## config.mk

```make
export PLATFORM = sky130hd
export DESIGN_NAME = load_store_unit_flat
export DESIGN_NICKNAME = d
export VERILOG_FILES = /design/src/rtl/load_store_unit_pkg.sv /design/src/rtl/load_store_unit_if.sv /design/src/rtl/load_store_unit_load_extend.sv /design/src/rtl/load_store_unit.sv /design/src/flat_wrapper.sv
export SDC_FILE = /design/constraint.sdc
export NUM_CORES = 1
export LEC_CHECK = 0
export ABC_AREA = 1
export CAP_MARGIN = 5
export CORE_MARGIN = 8
export CORE_UTILIZATION = 48
export CTS_CLUSTER_DIAMETER = 80
export DETAILED_ROUTE_END_ITERATION = 8
export PLACE_DENSITY = 0.87
export RECOVER_POWER = 50
export SLEW_MARGIN = 25
export SYNTH_ARGS = -nofsm -noshare
export SYNTH_HDL_FRONTEND = slang
export SYNTH_SLANG_ARGS = --single-unit
```

## constraint.sdc

```tcl
create_clock -name clk -period 7.08 [get_ports clk]
set_input_delay 2.124 -clock clk [delete_from_list [all_inputs] [get_ports clk]]
set_output_delay 2.124 -clock clk [all_outputs]
set_load 0.01 [all_outputs]
```

## src/rtl/load_store_unit_pkg.sv

```systemverilog
// Shared encodings for the load/store unit: funct3 access types, FSM states
// and small decode helpers used by the top and the load-extension block.
package load_store_unit_pkg;

  localparam logic [2:0] LOAD_LB  = 3'b000;
  localparam logic [2:0] LOAD_LH  = 3'b001;
  localparam logic [2:0] LOAD_LW  = 3'b010;
  localparam logic [2:0] LOAD_LBU = 3'b100;
  localparam logic [2:0] LOAD_LHU = 3'b101;
  localparam logic [2:0] STORE_SB = 3'b000;
  localparam logic [2:0] STORE_SH = 3'b001;
  localparam logic [2:0] STORE_SW = 3'b010;

  localparam logic [1:0] ST_IDLE  = 2'd0;
  localparam logic [1:0] ST_SPLIT = 2'd1;
  localparam logic [1:0] ST_DONE  = 2'd2;

  typedef enum logic [1:0] {OP_NONE, OP_LOAD, OP_STORE} lsu_op_e;

  function automatic logic [2:0] access_size(input logic [2:0] f3);
    case (f3[1:0])
      2'b00:   access_size = 3'd1;
      2'b01:   access_size = 3'd2;
      default: access_size = 3'd4;
    endcase
  endfunction

  function automatic logic f3_legal(input logic is_store, input logic [2:0] f3);
    if (is_store) begin
      f3_legal = (f3 == STORE_SB) || (f3 == STORE_SH) || (f3 == STORE_SW);
    end else begin
      f3_legal = (f3 == LOAD_LB) || (f3 == LOAD_LH) || (f3 == LOAD_LW) ||
                 (f3 == LOAD_LBU) || (f3 == LOAD_LHU);
    end
  endfunction

endpackage

```

## src/rtl/load_store_unit_if.sv

```systemverilog
// Data-memory bus between the load/store unit (master) and the memory (slave).
interface load_store_unit_if #(parameter int ADDR_W = 6);
  logic              dm_MemRead;
  logic              dm_MemWrite;
  logic [2:0]        dm_F3;
  logic [ADDR_W-1:0] dm_addr;
  logic [31:0]       dm_data_in;
  logic [31:0]       dm_data_out;

  modport master (output dm_MemRead, dm_MemWrite, dm_F3, dm_addr, dm_data_in,
                  input  dm_data_out);
  modport slave  (input  dm_MemRead, dm_MemWrite, dm_F3, dm_addr, dm_data_in,
                  output dm_data_out);
endinterface

```

## src/rtl/load_store_unit_load_extend.sv

```systemverilog
// Sign/zero extension of a raw little-endian load word according to funct3.
module lsu_load_extend
  import load_store_unit_pkg::*;
(
  input  logic [2:0]  funct3,
  input  logic [31:0] raw,
  output logic [31:0] result
);

  // select extension by access type
  always_comb begin
    result = 32'd0;
    case (funct3)
      LOAD_LB:  result = {{24{raw[7]}}, raw[7:0]};
      LOAD_LH:  result = {{16{raw[15]}}, raw[15:0]};
      LOAD_LW:  result = raw;
      LOAD_LBU: result = {24'd0, raw[7:0]};
      LOAD_LHU: result = {16'd0, raw[15:0]};
      default:  result = 32'd0;
    endcase
  end

endmodule

```

## src/rtl/load_store_unit.sv

```systemverilog
// MEM-stage load/store unit: aligned accesses pass straight through, misaligned
// ones are split into byte accesses while the pipeline is stalled.
module load_store_unit
  import load_store_unit_pkg::*;
#(
  parameter int ADDR_W = 6
) (
  input  logic                      clk,
  input  logic                      rst,
  input  logic                      mem_read,
  input  logic                      mem_write,
  input  logic [2:0]                funct3,
  input  logic [31:0]               addr,
  input  logic [31:0]               wdata,
  output logic [31:0]               load_data,
  output logic                      stall,
  output logic                      access_fault,
  load_store_unit_if.master         dm
);

  logic [1:0]        state_r;
  logic [1:0]        cnt_r;
  logic [31:0]       buf_r;
  lsu_op_e           op_s;
  logic              is_load_s;
  logic [2:0]        size_s;
  logic [32:0]       end_addr_s;
  logic              misaligned_s;
  logic              fault_s;
  logic              issue_s;
  logic [31:0]       ext_raw_s;
  logic [31:0]       ext_result_s;
  logic              dm_rd_s;
  logic              dm_wr_s;
  logic [2:0]        dm_f3_s;
  logic [ADDR_W-1:0] dm_addr_s;
  logic [31:0]       dm_din_s;
  logic              stall_s;
  logic [31:0]       load_data_s;

  // request decode; a simultaneous read and write is a store
  always_comb begin
    if (mem_write) begin
      op_s = OP_STORE;
    end else if (mem_read) begin
      op_s = OP_LOAD;
    end else begin
      op_s = OP_NONE;
    end
  end

  assign is_load_s    = (op_s == OP_LOAD);
  assign size_s       = access_size(funct3);
  assign end_addr_s   = {1'b0, addr} + {30'd0, size_s} - 33'd1;
  assign misaligned_s = ((size_s == 3'd2) && addr[0]) ||
                        ((size_s == 3'd4) && (addr[1:0] != 2'b00));
  // faults are only judged on a fresh request, never mid-split
  assign fault_s      = rst && (state_r == ST_IDLE) && (op_s != OP_NONE) &&
                        (!f3_legal(op_s == OP_STORE, funct3) ||
                         ((end_addr_s >> ADDR_W) != 33'd0));
  assign issue_s      = (op_s != OP_NONE) && !fault_s;

  assign ext_raw_s = (state_r == ST_DONE) ? buf_r : dm.dm_data_out;

  lsu_load_extend u_extend (
    .funct3 (funct3),
    .raw    (ext_raw_s),
    .result (ext_result_s)
  );

  // split sequencing: byte counter and load reassembly buffer
  always_ff @(posedge clk or negedge rst) begin
    if (!rst) begin
      state_r <= ST_IDLE;
      cnt_r   <= 2'd0;
      buf_r   <= 32'd0;
    end else begin
      case (state_r)
        ST_IDLE: begin
          if (issue_s && misaligned_s) begin
            state_r <= ST_SPLIT;
            cnt_r   <= 2'd1;
            buf_r   <= is_load_s ? {24'd0, dm.dm_data_out[7:0]} : 32'd0;
          end
        end
        ST_SPLIT: begin
          if (is_load_s) begin
            buf_r[{cnt_r, 3'b000} +: 8] <= dm.dm_data_out[7:0];
          end
          cnt_r <= cnt_r + 2'd1;
          if ({1'b0, cnt_r} == (size_s - 3'd1)) begin
            state_r <= ST_DONE;
          end
        end
        ST_DONE: begin
          state_r <= ST_IDLE;
          cnt_r   <= 2'd0;
        end
        default: begin
          state_r <= ST_IDLE;
          cnt_r   <= 2'd0;
        end
      endcase
    end
  end

  // memory strobes, stall and load result; everything quiet while in reset
  always_comb begin
    dm_rd_s     = 1'b0;
    dm_wr_s     = 1'b0;
    dm_f3_s     = funct3;
    dm_addr_s   = addr[ADDR_W-1:0];
    dm_din_s    = wdata;
    stall_s     = 1'b0;
    load_data_s = 32'd0;
    if (!rst) begin
      stall_s = 1'b0;
    end else begin
      case (state_r)
        ST_IDLE: begin
          if (issue_s && misaligned_s) begin
            dm_rd_s = is_load_s;
            dm_wr_s = !is_load_s;
            dm_f3_s = is_load_s ? LOAD_LBU : STORE_SB;
            stall_s = 1'b1;
          end else if (issue_s) begin
            dm_rd_s     = is_load_s;
            dm_wr_s     = !is_load_s;
            load_data_s = is_load_s ? ext_result_s : 32'd0;
          end else begin
            stall_s = 1'b0;
          end
        end
        ST_SPLIT: begin
          dm_rd_s   = is_load_s;
          dm_wr_s   = !is_load_s;
          dm_f3_s   = is_load_s ? LOAD_LBU : STORE_SB;
          dm_addr_s = addr[ADDR_W-1:0] + ADDR_W'(cnt_r);
          dm_din_s  = wdata >> {cnt_r, 3'b000};
          stall_s   = 1'b1;
        end
        ST_DONE: begin
          load_data_s = is_load_s ? ext_result_s : 32'd0;
        end
        default: begin
          stall_s = 1'b0;
        end
      endcase
    end
  end

  assign dm.dm_MemRead  = dm_rd_s;
  assign dm.dm_MemWrite = dm_wr_s;
  assign dm.dm_F3       = dm_f3_s;
  assign dm.dm_addr     = dm_addr_s;
  assign dm.dm_data_in  = dm_din_s;
  assign stall          = stall_s;
  assign load_data      = load_data_s;
  assign access_fault   = fault_s;

endmodule

```

## src/flat_wrapper.sv

```systemverilog
// flat-port wrapper written by rule: the top's interface ports become plain ports
module load_store_unit_flat import load_store_unit_pkg::*;
#(
  parameter int ADDR_W = 6
)
  (clk, rst, mem_read, mem_write, funct3, addr, wdata, load_data, stall, access_fault, dm_dm_MemRead, dm_dm_MemWrite, dm_dm_F3, dm_dm_addr, dm_dm_data_in, dm_dm_data_out);
  load_store_unit_if #(.ADDR_W(ADDR_W)) dm_i ();
  input  logic clk;
  input  logic rst;
  input  logic mem_read;
  input  logic mem_write;
  input  logic [2:0] funct3;
  input  logic [31:0] addr;
  input  logic [31:0] wdata;
  output logic [31:0] load_data;
  output logic stall;
  output logic access_fault;
  output wire logic [$bits(dm_i.dm_MemRead)-1:0] dm_dm_MemRead;
  output wire logic [$bits(dm_i.dm_MemWrite)-1:0] dm_dm_MemWrite;
  output wire logic [$bits(dm_i.dm_F3)-1:0] dm_dm_F3;
  output wire logic [$bits(dm_i.dm_addr)-1:0] dm_dm_addr;
  output wire logic [$bits(dm_i.dm_data_in)-1:0] dm_dm_data_in;
  input wire logic [$bits(dm_i.dm_data_out)-1:0] dm_dm_data_out;
  assign dm_dm_MemRead = dm_i.dm_MemRead;
  assign dm_dm_MemWrite = dm_i.dm_MemWrite;
  assign dm_dm_F3 = dm_i.dm_F3;
  assign dm_dm_addr = dm_i.dm_addr;
  assign dm_dm_data_in = dm_i.dm_data_in;
  assign dm_i.dm_data_out = dm_dm_data_out;
  load_store_unit #(.ADDR_W(ADDR_W)) u_core (.clk(clk), .rst(rst), .mem_read(mem_read), .mem_write(mem_write), .funct3(funct3), .addr(addr), .wdata(wdata), .load_data(load_data), .stall(stall), .access_fault(access_fault), .dm(dm_i));
endmodule
```

==> implementation parameters, run 1 <==
Parameter                              Value

Pwr
  Areal power density over the cells    185 nW/um^2
  Part of the power in combinational logic    70.1%
  Internal power of the cells    866 uW
  Leakage power summed over all cells    0.00460 uW
  Switching power total    846 uW
  Reg power frac    17.3%
  Maximum vdd ir drop    0.143 mV
  Switching part of the total power    49.4%
  Clock network fraction of design power    12.6%

Routing
  Post-detailed-routing wire length    24.5 mm
  First DRT Iteration DRCs    765
  Vias after detailed routing    8311
  Count of antenna-violating nets left after detailed routing    0
  Per-cell via count in the routed design    5.75
  Number of DRC violations after detailed routing    0
  Average wire per standard cell    17.0 um
  Detailed Routing Iterations Pass 1    7

Placed design
  Number of placed cells counting well taps    1420
  Dpl hpwl    16.5 mm
  Routability congestion estimate from global placement    0.939
  Pre-CTS worst setup slack    -902 ps
  Port bufs    179

Setup path
  Crit-path slowest cell    sky130_fd_sc_hd__ha_4
  Maximum fanout along the worst path    8
  Kind of end point of the critical path    output port
  Cell occurring most often along the worst timing path    sky130_fd_sc_hd__nand2_1
  Ordered list of cells on the worst path    clkdlybuf4s15_1 -> inv_1 -> ha_4 -> a21oi_2 -> nand2_1 -> a21oi_2 -> nand2_2 -> buf_4 -> nand3_1 -> nand2_1 -> nand2_1 -> nand2_1 -> nor2_2 -> nand2_1 -> nor2_2 -> nand3_2 -> nand2_4 -> nand4_1 -> nand2_1 -> nand2_4 -> clkbuf_16 -> nor2_1 -> buf_2
  Buffer and inverter count on the worst path    5
  Critical Path Start Type    primary input
  Required time at the worst-slack endpoint    4960 ps
  Data arrival at the endpoint of the critical path    5060 ps
  Reg-to-reg critical path startpoint    u_core.cnt_r[1]$_DFFE_PN0P_
  Highest cell delay on the worst timing path    250 ps
  Launch point of the worst path    addr[9]
  Category of cells accounting for the largest share of critical-path delay    simple AND/OR/NAND/NOR gates
  Critical Setup Path Class    primary input to output port

Logic synthesis
  Unique cell type count in the Yosys netlist    36
  Commonest register cell after synthesis    sky130_fd_sc_hd__dfrtp_1
  Share of synthesized flip-flops with an asynchronous set or reset    100%
  Top cell type by total area after synthesis    sky130_fd_sc_hd__nand2_1
  Mapped Cells    1046
  Number of synthesized flops with an enable pin    0
  Ys Warns    0
  Post-synthesis instance area    5670 um^2
  Flip-flop and latch count after synthesis    36
  Seq/Total Area, Yosys    15.9%
  Net Count, Synth    1190
  Mapped Avg Cell Area    5.42 um^2
  Top post-synthesis cells by area    sky130_fd_sc_hd__nand2_1 21%, sky130_fd_sc_hd__dfrtp_1 16%, sky130_fd_sc_hd__nor2_1 11%, sky130_fd_sc_hd__inv_1 10%, sky130_fd_sc_hd__ha_1 8.8%
  Yosys top cell area share    20.7%

STA
  RSZ-0062 raised after global routing    true
  Final Max Tran Viols    0
  Clock Skew    4.41 ps
  Ratio of final minimum period to clock period    102%
  Max-slew headroom    49.4%
  Worst Tran Pin Value    749 ps
  Tightest hold margin    468 ps
  Final-report setup violation count    34
  Shortest period the worst path allows    7190 ps
  Maximum frequency from static timing analysis    139 MHz
  Hold violation count in the final report    0
  Setup slack after layout    -108 ps

Die
  Die Outline Area    15500 um^2
  Area of the core    11500 um^2
  Initial core utilization    49.4%
  Site Rows    39
  Die H    125 um
  Die W    125 um
  I/O pins    180

Cells and area
  Share of layout cells above drive strength 1    25.2%
  Final net count    1446
  Number of filler cells placed in the layout    744
  Area growth from synthesis to layout    62.8%
  Final core utilization    80.5%
  Antenna diode count    0
  Final Instance Count excl. Fillers    1446

Global route
  Number of antenna violations at the first check in global routing    0
  Pin count of the biggest net entering global routing    39
  Total GRT Usage    26.7%
  Global-route wire length before repair    35.7 mm
  Global route overflow    0
  Number of global-route vias before repair    7842

Status
  Violations in the final reports    negative setup slack
  Run status    finished, violations left

Hold path
  Hold path start    u_core.buf_r[2]$_DFFE_PN0P_
  Hold Crit Class    flop to flop

Clock network
  Hold-fix buffers at CTS    0
  Insertion delay to the later sink of the worst-skew pair    280 ps
  H-Tree Depth    2
  Buffer depth of the longest clock path    2
  Clock root cell    sky130_fd_sc_hd__clkbuf_16
  Number of clock sinks    36
  TritonCTS clock tree    done
  CTS buffer count    5
  Clock transition at the registers of the reported paths    60 ps

Job
  Count of max-cap constraint violations    0
==> per-layer routing <==
| metal | wire length [um] | share of wire [%] | GRT usage (%) | up-vias |
|---|---|---|---|---|
| met2 | 12100 | 50 | 48.1 | 550 |
| met5 | 0 | 0 | 0 | - |
| met1 | 8820 | 36 | 28.8 | 3764 |
| met3 | 2180 | 8.9 | 5.15 | 143 |
| met4 | 1380 | 5.6 | 14.5 | 0 |
| li1 | - | - | - | 3854 |
==> cell families (layout without fill, tap and decap cells) <==
group / count (synthesis) / count (layout) / synth area share (%)
AOI/OAI and AO/OA: 159 / 159 / 15.1
adders and majority gates: 41 / 41 / 9.18
xor gates and xnor gates: 8 / 8 / 1.24
buffers and inverters: 189 / 446 / 13.0
muxes: 7 / 7 / 1.24
and+or+nand+nor: 606 / 606 / 44.3
DFF: 36 / 36 / 15.9
==> state kept, by name (all words and copies together), names as in the netlist <==
signal          cells
u_core.state_r      2
u_core.buf_r       32
u_core.cnt_r        2
==> power groups by stage <==
| stage | Combinational [uW] | Sequential [uW] | Clock [uW] |
|---|---|---|---|
| 2_1_floorplan | 646 | 277 | 0 |
| 3_3_place_gp | 1030 | 295 | 0 |
| 3_5_place_dp | 1050 | 296 | 0 |
| 4_1_cts | 1110 | 293 | 216 |
| 5_1_grt | 1310 | 300 | 222 |
| 6_report | 1200 | 296 | 215 |
==> cells in the final DEF, fill, tap and decap left out, types with 11 or more instances in the layout <==
| master | synthesis | routed |
|---|---|---|
| sky130_fd_sc_hd__nor2_1 | 170 | 124 |
| sky130_fd_sc_hd__nor2_4 | 0 | 20 |
| sky130_fd_sc_hd__a21oi_2 | 0 | 25 |
| sky130_fd_sc_hd__nand3b_1 | 11 | 11 |
| sky130_fd_sc_hd__a21oi_1 | 68 | 40 |
| sky130_fd_sc_hd__o21ai_0 | 58 | 52 |
| sky130_fd_sc_hd__inv_1 | 158 | 147 |
| sky130_fd_sc_hd__buf_2 | 6 | 19 |
| sky130_fd_sc_hd__buf_6 | 3 | 19 |
| sky130_fd_sc_hd__nor2_2 | 1 | 27 |
| sky130_fd_sc_hd__clkbuf_2 | 0 | 11 |
| sky130_fd_sc_hd__nand2_2 | 5 | 28 |
| sky130_fd_sc_hd__buf_4 | 0 | 90 |
| sky130_fd_sc_hd__nand3_1 | 83 | 80 |
| sky130_fd_sc_hd__dfrtp_1 | 36 | 36 |
| sky130_fd_sc_hd__clkdlybuf4s50_1 | 0 | 110 |
| sky130_fd_sc_hd__dlygate4sd2_1 | 0 | 16 |
| sky130_fd_sc_hd__nand2_1 | 313 | 284 |
| sky130_fd_sc_hd__ha_4 | 0 | 30 |
==> cell type report <==
class	instances	area, um^2	share of cell area (%)
inverter	161	614	6.65
clock buffer	5	125	1.36
tap	143	179	1.94
clock inverter	3	18.8	0.203
sequential	36	901	9.76
multi-input combinational	821	4930	53.4
timing repair buffer	277	2460	26.6
==> timing repair <==
| item | 4_1_cts | 5_1_grt |
|---|---|---|
| pin swaps | 29 | 23 |
| endpoints found under the setup margin | 39 | 39 |
| resized for setup | 296 | 134 |
| cloned | 0 | 2 |
| setup buffers | 10 | 6 |
==> worst paths after layout <==
| kind | endpoint | slack [ps] | depth (start not counted) |
|---|---|---|---|
| setup / recovery | load_data[31] | -110 | 23 |
| hold / removal | u_core.buf_r[2]$_DFFE_PN0P_ | 470 | 2 |
| setup reg to reg | u_core.buf_r[6]$_DFFE_PN0P_ | 3890 | 7 |
| hold reg to reg | u_core.buf_r[2]$_DFFE_PN0P_ | 470 | 2 |
| max in group asynchronous | u_core.buf_r[12]$_DFFE_PN0P_ | 4350 | 2 |
| min in group asynchronous | u_core.buf_r[7]$_DFFE_PN0P_ | 2390 | 2 |
==> metrics by stage <==
stage | setup TNS, ps | cell area (um^2) | total power, uW
4_1_cts | -21.0 | 8720 | 1620
3_3_place_gp | -30250 | 8140 | 1320
5_1_grt | -10830 | 9230 | 1830
2_1_floorplan | 0 | 5670 | 923
6_report | -2150 | 9230 | 1710
3_5_place_dp | -32030 | 8140 | 1340
==> synthesized netlist by cell type, types with 5 or more instances <==
master and instances:
sky130_fd_sc_hd__o22ai_1 10, sky130_fd_sc_hd__a21oi_1 68, sky130_fd_sc_hd__nand2_1 313, sky130_fd_sc_hd__buf_2 6, sky130_fd_sc_hd__dfrtp_1 36, sky130_fd_sc_hd__nand3b_1 11
sky130_fd_sc_hd__ha_1 40, sky130_fd_sc_hd__clkbuf_1 19, sky130_fd_sc_hd__nand3_1 83, sky130_fd_sc_hd__nand2_2 5, sky130_fd_sc_hd__o21ai_1 7, sky130_fd_sc_hd__xor2_1 7
sky130_fd_sc_hd__nor3_1 8, sky130_fd_sc_hd__nor2_1 170, sky130_fd_sc_hd__mux2i_1 7, sky130_fd_sc_hd__inv_1 158, sky130_fd_sc_hd__nand4_1 6, sky130_fd_sc_hd__o221ai_1 8
sky130_fd_sc_hd__o21ai_0 58
==> worst min-delay path: cells and delay by family (launching register included) <==
kind	cells	cell delay, ps
DFF	1	330
and+or+nand+nor	2	100
(Power assumes the default switching activity.)
==> run 2: changes to the inputs <==
--- a/config.mk
+++ b/config.mk
@@ -7,11 +7,12 @@
 export LEC_CHECK = 0
 export ABC_AREA = 1
 export CAP_MARGIN = 5
+export CORE_ASPECT_RATIO = 1.2
 export CORE_MARGIN = 8
-export CORE_UTILIZATION = 48
+export CORE_UTILIZATION = 45
 export CTS_CLUSTER_DIAMETER = 80
 export DETAILED_ROUTE_END_ITERATION = 8
-export PLACE_DENSITY = 0.87
+export PLACE_DENSITY = 0.83
 export RECOVER_POWER = 50
 export SLEW_MARGIN = 25
 export SYNTH_ARGS = -nofsm -noshare
==> run 2 against run 1 <==
The flow still finishes with violations (negative setup slack); largest cell class unchanged; wire length down 5.9%; register-to-register slack better by 60 ps; core utilization is 4.6 points lower; critical path type unchanged.
==> implementation parameters, run 2 (synthesis gave the netlist of run 1 again) <==
Parameter                              Value

Setup path
  Kind of end point of the critical path    output port
  Highest cell delay on the worst timing path    270 ps (+20 ps)
  Category of cells accounting for the largest share of critical-path delay    simple AND/OR/NAND/NOR gates
  Critical Path Start Type    primary input
  Data arrival at the endpoint of the critical path    4960 ps (-100 ps)
  Critical Setup Path Class    primary input to output port
  Cell occurring most often along the worst timing path    sky130_fd_sc_hd__nand2_2
  Required time at the worst-slack endpoint    4960 ps (about the same)
  Buffer and inverter count on the worst path    6 (+1)
  Maximum fanout along the worst path    6 (-2)
  Crit-path slowest cell    sky130_fd_sc_hd__ha_4

Clock network
  Clock transition at the registers of the reported paths    50 ps (about the same)
  Clock root cell    sky130_fd_sc_hd__clkbuf_16
  CTS buffer count    5 (unchanged)
  Insertion delay to the later sink of the worst-skew pair    280 ps (about the same)
  Buffer depth of the longest clock path    2 (unchanged)
  TritonCTS clock tree    done
  Number of clock sinks    36 (unchanged)
  H-Tree Depth    2 (unchanged)

Global route
  Pin count of the biggest net entering global routing    40 (+2.6%)
  Global-route wire length before repair    35.3 mm (-1.0%)
  Global route overflow    0 (unchanged)
  Number of global-route vias before repair    7443 (-5.1%)
  Total GRT Usage    25.4% (-1.3 points)
  Number of antenna violations at the first check in global routing    0 (unchanged)

Cells and area
  Commonest non-fill, non-tap cells in the layout    262 x sky130_fd_sc_hd__nand2_1, 138 x sky130_fd_sc_hd__inv_1, 109 x sky130_fd_sc_hd__nor2_1, 107 x sky130_fd_sc_hd__clkdlybuf4s50_1, 89 x sky130_fd_sc_hd__buf_4
  Share of layout cells above drive strength 1    30.1% (+5.0 points)
  Multi-input gate area    5180 um^2 (+5.1%)
  Final core utilization    75.9% (-4.6 points)
  Area growth from synthesis to layout    67.2%
  Register ranked first by flip-flop count    u_core.buf_r
  Largest registers    u_core.buf_r x32, u_core.cnt_r x2, u_core.state_r x2
  Final Instance Count excl. Fillers    1468 (+1.5%)
  Sequential Area    901 um^2 (unchanged)
  Max reg flops    32 (unchanged)
  Antenna diode count    0 (unchanged)
  Most frequent standard cell in the layout excluding fill and tap cells    sky130_fd_sc_hd__nand2_1
  Final net count    1447 (+0.069%)
  Area of all placed cells without fillers    9480 um^2 (+2.7%)
  Number of filler cells placed in the layout    938 (+26%)

Routing
  Number of DRC violations after detailed routing    0 (unchanged)
  Count of antenna-violating nets left after detailed routing    0 (unchanged)
  Average wire per standard cell    15.7 um (-7.3%)
  First DRT Iteration DRCs    493 (-36%)
  Detailed Routing Iterations Pass 1    5 (-2)
  Per-cell via count in the routed design    5.37 (-6.6%)
  Vias after detailed routing    7883 (-5.1%)
  Post-detailed-routing wire length    23.1 mm (-5.9%)

Status
  Violations in the final reports    negative setup slack
  Run status    finished, violations left

Pwr
  Areal power density over the cells    180 nW/um^2 (-3.1%)
  Maximum vdd ir drop    0.120 mV (-16%)
  Leakage power summed over all cells    0.00465 uW (+1.0%)

Job
  Count of max-cap constraint violations    0 (unchanged)

Placed design
  Routability congestion estimate from global placement    0.948 (+0.91%)
  Cell area after placement    8190 um^2 (+0.66%)
  Dpl hpwl    16.5 mm (about the same)
  Port bufs    179 (unchanged)
  Number of placed cells counting well taps    1447 (+1.9%)

Die
  Area of the core    12500 um^2 (+9.0%)
  Die H    139 um (+11%)
  Die W    118 um (-5.0%)
  Initial core utilization    45.4% (-4.1 points)
  Site Rows    45 (+15%)
  I/O pins    180 (unchanged)
  Die Outline Area    16500 um^2 (+5.9%)

STA
  Final Max Tran Viols    0 (unchanged)
  Setup slack after layout    -3.58 ps (+105 ps)
  Maximum frequency from static timing analysis    141 MHz (+1.5%)
  RSZ-0062 raised after global routing    true
  Final-report setup violation count    2 (-94%)
  Clock Skew    3.63 ps (-0.784 ps)
  Worst Tran Pin Value    972 ps (+223 ps)
  Ratio of final minimum period to clock period    100% (-1.5 points)
  Tightest hold margin    465 ps (-2.62 ps)
  Shortest period the worst path allows    7080 ps (-105 ps)
  Max-slew headroom    34.6% (-15 points)
  Hold violation count in the final report    0 (unchanged)

Hold path
  Hold Crit Class    flop to flop
run 2: changes by cell type in the layout (fill, tap and decap cells not counted), sizes merged:
cell and change:
dlygate4sd2 -6, clkdlybuf4s15 +4, clkbuf +3, clkdlybuf4s50 -3, buf +2, dlymetal6s2s +2, dlygate4sd3 -1
run 2: path summary, 6_finish.rpt:
check | cells after the start | slack (ps) | endpoint | from
worst max-delay path | 27 | -4 | load_data[23] | addr[2]
worst min-delay path | 2 | 470 | u_core.buf_r[5]$_DFFE_PN0P_ | u_core.buf_r[5]$_DFFE_PN0P_
worst max register to register | 7 | 3950 | u_core.buf_r[0]$_DFFE_PN0P_ | u_core.cnt_r[1]$_DFFE_PN0P_
worst min register to register | 2 | 470 | u_core.buf_r[5]$_DFFE_PN0P_ | u_core.buf_r[5]$_DFFE_PN0P_
max in group asynchronous | 2 | 4790 | u_core.buf_r[14]$_DFFE_PN0P_ | rst
min in group asynchronous | 2 | 1970 | u_core.buf_r[7]$_DFFE_PN0P_ | rst
run 2: area by class of cell:
type,instances,area share [%]
Timing Repair Buffer,278,25.7
Tap cell,164,2.16
Sequential cell,36,9.50
Clock buffer,5,1.32
Inverter,161,6.48
Multi-Input combinational cell,821,54.7
Clock inverter,3,0.198
run 2: stage by stage:
stage | total power [uW] | setup WS (ps) | setup TNS, ps
after global routing | 1830 | -285 | -8680
after floorplan | 923 | 469 | 0
final | 1700 | -3.58 | -5.95
after detailed placement | 1350 | -813 | -29170
after global placement | 1330 | -688 | -25930
after CTS | 1630 | 1.20 | 0
run 2: routing by layer:
layer	routed length (um)	GRT usage [%]	part of all wire [%]
met1	8780	27.5	38
met5	0	0	0
met4	983	12.2	4.3
met2	12200	47.8	53
met3	1090	2.85	4.7
run 2: worst reg2reg max path, stage by stage, from the launching register on:
cell and delay (ps):
sky130_fd_sc_hd__dfrtp_1 710, sky130_fd_sc_hd__clkinv_1 740, sky130_fd_sc_hd__ha_1 590, sky130_fd_sc_hd__inv_1 80
sky130_fd_sc_hd__a41oi_1 600, sky130_fd_sc_hd__nor2_1 120, sky130_fd_sc_hd__nand3_1 120, sky130_fd_sc_hd__nand2_1 70
run 2: report_power, final:
group          leakage (uW)  switching (uW)  total, uW  internal, uW
logic               0.00408             713       1200           486
clock network     0.0000736            83.3        213           129
registers          0.000494            40.7        293           252
run 2: timing repair:
action	CTS	global route
gates resized for setup	334	177
endpoints found under the hold margin	0	0
buffers inserted	8	2
hold buffers	0	0
cloned	3	0
setup endpoints to repair	39	39
pin swaps	46	48
